File: config.mk
export PLATFORM = sky130hd
export DESIGN_NAME = ntt_ctrl
export DESIGN_NICKNAME = d
export VERILOG_FILES = /design/src/rtl/ntt_ctrl.sv
export SDC_FILE = /design/constraint.sdc
export NUM_CORES = 1
export LEC_CHECK = 0
export CAP_MARGIN = 15
export CORE_MARGIN = 2
export CORE_UTILIZATION = 50
export CTS_CLUSTER_DIAMETER = 100
export DETAILED_ROUTE_END_ITERATION = 12
export PLACE_DENSITY = 0.77
export SYNTH_ARGS = -nofsm -noshare
export SYNTH_HDL_FRONTEND = slang
export SYNTH_SLANG_ARGS = --single-unit
File: constraint.sdc
create_clock -name clk -period 10.7 [get_ports clk]
set_clock_uncertainty 0.05 [all_clocks]
set_input_delay 2.14 -clock clk [delete_from_list [all_inputs] [get_ports clk]]
set_output_delay 2.14 -clock clk [all_outputs]
set_load 0.01 [all_outputs]
File: src/rtl/ntt_ctrl.sv
// Sequencer for an in-place radix-2 Cooley-Tukey forward NTT (N=16, q=65537).
// Issues one butterfly per handshake and drains the butterfly pipeline between stages.
module ntt_ctrl #(
  parameter int N      = 16,
  parameter int LOGN   = 4,
  parameter int BF_LAT = 3
) (
  input  logic                    clk,
  input  logic                    rst,
  input  logic                    start,
  output logic                    busy,
  output logic                    done,
  output logic                    bf_valid,
  input  logic                    bf_ready,
  output logic [LOGN-1:0]         addr_a,
  output logic [LOGN-1:0]         addr_b,
  output logic [LOGN-1:0]         psi_addr,
  output logic [$clog2(LOGN)-1:0] stage,
  output logic                    bf_last
);

  localparam int SW = $clog2(LOGN);
  localparam int KW = LOGN - 1;
  localparam int DW = (BF_LAT > 1) ? $clog2(BF_LAT) : 1;

  typedef enum logic [1:0] {IDLE, ISSUE, DRAIN, DONE} state_t;

  state_t          state, state_nx;
  logic [SW-1:0]   s, s_nx;
  logic [KW-1:0]   k, k_nx;
  logic [DW-1:0]   dcnt, dcnt_nx;
  logic [LOGN-1:0] t, grp, ofs;

  always_ff @(posedge clk) begin
    if (rst) begin
      state <= IDLE;
      s     <= '0;
      k     <= '0;
      dcnt  <= '0;
    end else begin
      state <= state_nx;
      s     <= s_nx;
      k     <= k_nx;
      dcnt  <= dcnt_nx;
    end
  end

  // Span t, group i and offset j of butterfly k within stage s.
  always_comb begin
    t   = LOGN'(N >> (int'(s) + 1));
    grp = LOGN'(k) >> (LOGN - 1 - int'(s));
    ofs = LOGN'(k) & (t - 1'b1);
  end

  assign stage = s;

  always_comb begin
    state_nx = state;
    s_nx     = s;
    k_nx     = k;
    dcnt_nx  = dcnt;
    busy     = 1'b0;
    done     = 1'b0;
    bf_valid = 1'b0;
    addr_a   = '0;
    addr_b   = '0;
    psi_addr = '0;
    bf_last  = 1'b0;
    case (state)
      IDLE: begin
        if (start) begin
          state_nx = ISSUE;
          s_nx     = '0;
          k_nx     = '0;
        end
      end
      ISSUE: begin
        busy     = 1'b1;
        bf_valid = 1'b1;
        addr_a   = ((grp * t) << 1) + ofs;
        addr_b   = addr_a + t;
        psi_addr = (LOGN'(1) << s) + grp;
        bf_last  = (s == SW'(LOGN - 1)) && (k == KW'(N / 2 - 1));
        if (bf_ready) begin
          if (k == KW'(N / 2 - 1)) begin
            state_nx = DRAIN;
            dcnt_nx  = '0;
          end else begin
            k_nx = k + 1'b1;
          end
        end
      end
      DRAIN: begin
        busy = 1'b1;
        if (dcnt == DW'(BF_LAT - 1)) begin
          if (s == SW'(LOGN - 1)) begin
            state_nx = DONE;
          end else begin
            state_nx = ISSUE;
            s_nx     = s + 1'b1;
            k_nx     = '0;
          end
        end else begin
          dcnt_nx = dcnt + 1'b1;
        end
      end
      DONE: begin
        done     = 1'b1;
        state_nx = IDLE;
        s_nx     = '0;
        k_nx     = '0;
      end
      default: state_nx = IDLE;
    endcase
  end

endmodule
======== After elaboration in Yosys (flattened, before gate mapping) ========
Index checks and enable logic that the tools add are counted.
cells by class
  equal/unequal tests ..................... 13
  bitwise logic cells ..................... 1
  $add $sub $neg .......................... 9
  div/mod/pow operators ................... 0
  shift operators ......................... 3
  muxes and demuxes ....................... 27
  order comparisons ....................... 0
  reductions and logical operators ........ 9
  multiply operators ...................... 1
operators by type and width
  cell                                               number
  >> shifter 3 x 32 -> 4 bit                         1
  two-way mux 2 bit                                  11
  two-way mux 3 bit                                  5
  inequality test 2 bit (second input constant)      7
  adder 4 bit                                        3
  two-way mux 4 bit                                  3
  one-hot mux 3 bit (4 select lines)                 1
  AND reduction 4 bit                                3
  == test 2 bit (second input constant)              4
  one-hot mux 2 bit (4 select lines)                 1
  one-hot mux 2 bit (3 select lines)                 1
  AND reduction 5 bit                                1
  >> shifter 5 x 3 -> 4 bit (first input constant)   1
  adder 2 x 1 -> 2 bit (second input constant)       2
  AND 3 x 4 -> 4 bit                                 1
  multiplier 4 x 4 -> 3 bit                          1
  two-way mux 1 bit                                  4
  one-hot mux 2 bit (2 select lines)                 1
  left shift 1 x 2 -> 4 bit (first input constant)   1
  subtractor 4 x 1 -> 4 bit (second input constant)  1
  adder 2 x 1 -> 3 bit (second input constant)       1
  adder 3 x 1 -> 3 bit (second input constant)       1
  == test 3 bit (second input constant)              1
  nonzero test 3 bit                                 1
  other kinds (6)                                    6
word-level totals
  ROM bits ................................ 0
  flip-flop bits (word level) ............. 9
  memory bits (writable) .................. 0
  output and inout port bits .............. 18
  input port bits ......................... 4
  logic and storage cells ................. 67
  bits in latches ......................... 0
  memories ................................ 0

======== Depth between registers and ports, before layout ========
  depth after elaboration ................. 7
  mapped depth ............................ 13

======== Least setup slack after synthesis ========
Ideal clock, no wire load.
  path kind ............................... reg2out
  start point ............................. reg s[0], in the netlist stage[0]
  end point ............................... out addr_b[3]
  data arrival time ....................... 2.905 ns
  cell stages (with the launch flop) ...... 14
  setup slack ............................. 5.605 ns
  data required time ...................... 8.510 ns
  path buffers ............................ 1
  cells stage by stage .................... dfxtp_1 -> buf_6 -> mux2i_1 -> a21oi_2 -> and2_1 -> ha_1 -> inv_1 -> fa_1 -> inv_1 -> ha_1 -> a21oi_1 -> xnor2_1 -> xnor3_1 -> and2_1
between the ends
  longest elaborated chain between the ends .. 7
ends and longest elaborated chain
  item                                                               RTL line  RTL
  from (decl)                                                        29        logic [SW-1:0] s, s_nx;
  from (signal assigned)                                             42        s <= s_nx;
  branches (longest 5 deep; another with multiplier 4 x 4 -> 3 bit)  --
  adder 4 bit (*)                                                    81        addr_b = addr_a + t;
  two-way mux 4 bit (*)                                              69        case (state)
  to (decl)                                                          16        output logic [LOGN-1:0] addr_b,
Every way passes the cells marked *.

======== Worst setup path after layout ========
Same ends and word-level chain as after synthesis.

==> impl_results.md <==
- Status: finished clean
- Crit Path Class: reg2out
- Reg2reg path depth: 6
- Synth cell count leaders: 20 x ha_1, 12 x inv_1, 12 x nor2_1
- Count of hold-fix buffers inserted at cts: 0
- Hold Crit Class: reg2reg
- CP required: 8510 ps
- Initial core utilization: a little over half
- Routed via count: 916
- Slew Viols, Final: 0
- Routability congestion estimate from global placement: 0.804
- Setup TNS Final: 0 ps
- Final wirelength: 2.11 mm
- Max Cap Viol: 0
- Cell Area, Synth: 0.00108 sq mm
- Cell Int Power: 0.108 mW
- Die Width: 50.5 microns
- Ys flop type: dfxtp_1
- Top-count cell post-synth: ha_1
- Clock buffer depth: 2
- CTS HTree Levels: 1
- Tightest Pin Transition: 580 ps
- Final Cycle Share: about 56%
- Register area: 180 sq um
- Overall routing resource usage: 19.1%
- Global route overflow: 0
- Resize count post-CTS: 0
- Via/cell ratio: 5.20
- Mapped Nets: 155
- Clock transition at path regs: 60 ps
- Die H: around 50 microns
- Netlist cell types: 34
- Post-CTS Setup Bufs: 0
- Sw Share: a little over two fifths
- Minimum clock period: between 6000 and 7000 ps
- Yosys warnings: 0
- Layout cell share with drive strength beyond 1: 5.37%
- Clock power frac: 14.0%
- Multi-input gate area: about 830 sq um
- Hold Path Sink: dcnt[0]
- Number of flops mapped to enable cells by yosys: 0
- Clock Latency Late Sink: 260 ps
- Seq/Total Area, Yosys: approximately 17%
- Syn avg cell area: 8.44 sq um
- TritonCTS clock tree: done
- CTS sink cnt: 9
- Max Fclk: 166 MHz
- TritonCTS Buffers: 3
- Port bufs: 21
- Startpoint types: flip-flop
- Vias in the first global route: 908
- Root buf cell: clkbuf_4
- Routed WL per cell: 12.0 microns
- Synth Register Bits: 9
- First-pass GRT wire length: 3.73 mm
- Final setup viols: 0
- Die ar.: approximately 0.0025 sq mm
- Static Leak: 0.563 nW
- Comb pwr share: about three fifths
- Synthesis-to-finish area growth: 22.9%
- Maximum vdd drop: 0.114 mV
- CP arrival: between 3000 and 4000 ps
- # IOs: 22
- Flop pwr share: 25.8%
- First-pass DRT Iterations: 4
- Row count: 16
- Fillers: 183
- Top post-synthesis cells by area: ha_1 23%, dfxtp_1 17%, and2_1 6.4%, fa_1 5.6%, a21oi_1 4.6%
- Unrepaired setup endpoints after global routing: false
- Final Hold Viols: 0
- R2r endpoint: dcnt[1]
- Worst R2R Setup Slack: around 8700 ps
- Hold path start: dcnt[0]
- Nets@finish: 177
- Max_slew headroom: about three fifths
- Core area: 0.00200 sq mm
- DR iter-0 viols: 10
- Cell count after synthesis: 128
- Ant diodes: 0
- Hold Crit Depth: 2
- Cell taking the most area after synthesis: ha_1
- Share of the synthesized area in the top cell type: 23.2%
- Placed wire-length estimate: 1.67 mm
- Crit. End Element: primary output
- Worst R2R Start: state[1]
- CP Max Fanout: 11
- Post-DRT Antenna Nets: 0
- Largest net degree at the start of global routing: 21
- Remaining DRCs: 0
- Initial antenna violation count: 0
- WHS: 425 ps
- Pwr per Cell Area: 141 mW/mm^2
- Net Switching: 0.0794 mW
- Asr flop ratio synth: 0%
[cell usage in the layout (no fill, tap or decap)]
cell | synthesis | routed
a211oi_1 | 3 | 3
a21boi_0 | 1 | 1
a21o_1 | 1 | 1
a21oi_1 | 10 | 10
a21oi_2 | 1 | 1
and2_1 | 11 | 11
and2b_1 | 1 | 1
and3_1 | 1 | 1
and3_2 | 1 | 1
clkbuf_1 | 2 | 1
clkbuf_4 | 0 | 3
clkdlybuf4s50_1 | 0 | 21
conb_1 | 1 | 1
dfxtp_1 | 9 | 9
fa_1 | 3 | 3
ha_1 | 20 | 20
inv_1 | 12 | 12
mux2i_1 | 3 | 3
mux2i_4 | 1 | 1
nand2_1 | 4 | 4
nand2b_1 | 6 | 6
nand3_1 | 4 | 4
nand3b_1 | 1 | 1
nand4_1 | 1 | 1
nor2_1 | 12 | 12
nor2_2 | 1 | 1
nor2b_1 | 3 | 3
o21a_1 | 1 | 1
o21ai_0 | 2 | 2
o21ai_1 | 1 | 1
xnor2_1 | 5 | 5
xnor2_2 | 1 | 1
xnor3_1 | 1 | 1
xor2_1 | 2 | 2
[logic make-up (layout without fill, tap and decap cells)]
logic type               after synthesis  count (layout)  synth area share, %
XOR/XNOR                               9               9                 9.27
buffers and inverters                 16              37                 6.26
adder cells (fa/ha/maj)               23              23                 28.7
AND/OR/NAND/NOR                       46              46                 22.8
flip-flops                             9               9                 16.7
AO/OA/AOI/OAI                         20              20                 11.0
multiplexers                           4               4                 4.87
other                                  1               1                0.347
[worst max-delay path, stage by stage (launching register included)]
cell,delay [ps]
dfxtp_1,580
inv_1,130
ha_1,310
and2_1,170
ha_1,270
inv_1,50
fa_1,550
inv_1,50
ha_1,300
a21oi_1,170
xnor2_1,140
xnor3_1,210
and2_1,160
clkdlybuf4s50_1,470
[stage by stage]
stage | setup slack [ps] | utilization [%] | total power [mW] | area, sq um | cells
after floorplan | 5600 | - | 0.124 | 1080 | 128
after global placement | 5040 | 65.0 | 0.159 | 1300 | 172
after detailed placement | 4940 | 65.0 | 0.162 | 1300 | 172
after CTS | 4650 | 66.3 | 0.189 | 1330 | 176
after global routing | 4470 | 66.3 | 0.204 | 1330 | 176
final | 4670 | 66.3 | 0.188 | 1330 | 176
[how the worst max path moves through the flow]
| stage | slack [ps] | to | cells past startpoint | from |
|---|---|---|---|---|
| global route | 4470 | addr_b[3] | 13 | stage[0] |
| detailed placement | 4940 | addr_b[3] | 13 | stage[0] |
| CTS | 4650 | addr_b[3] | 13 | stage[0] |
| global placement | 5040 | addr_b[3] | 13 | stage[0] |
| finish | 4670 | addr_b[3] | 13 | stage[0] |
| floorplan | 5600 | addr_b[3] | 13 | stage[0] |
[power groups by stage]
stage | Combinational (mW) | Sequential [mW] | Clock (mW)
finish | 0.113 | 0.0483 | 0.0263
global route | 0.126 | 0.0498 | 0.0287
CTS | 0.114 | 0.0483 | 0.0271
detailed placement | 0.113 | 0.0491 | 0
global placement | 0.110 | 0.0488 | 0
floorplan | 0.0775 | 0.0464 | 0
[routing by layer]
layer  global-route usage (%)  routed length (microns)  vias up
li1                         -                        -      460
met1                     20.7                      913      436
met2                     36.6                     1120       18
met3                     3.87                       66        2
met4                     5.86                        8        0
met5                        0                        0        -
[state kept, by name (all words and copies together) (netlist names)]
signal,cells
k,3
dcnt,2
stage,2
state,2
[final cells by class]
type / count / share of cell area, %
clock buffers: 4 / 1.98
inverters: 12 / 3.39
multi-input cells: 103 / 62.7
flip-flops and latches: 9 / 13.6
well taps: 27 / 2.54
repair buffers: 21 / 15.8
Note: power is estimated with default switching activity, not from simulation.
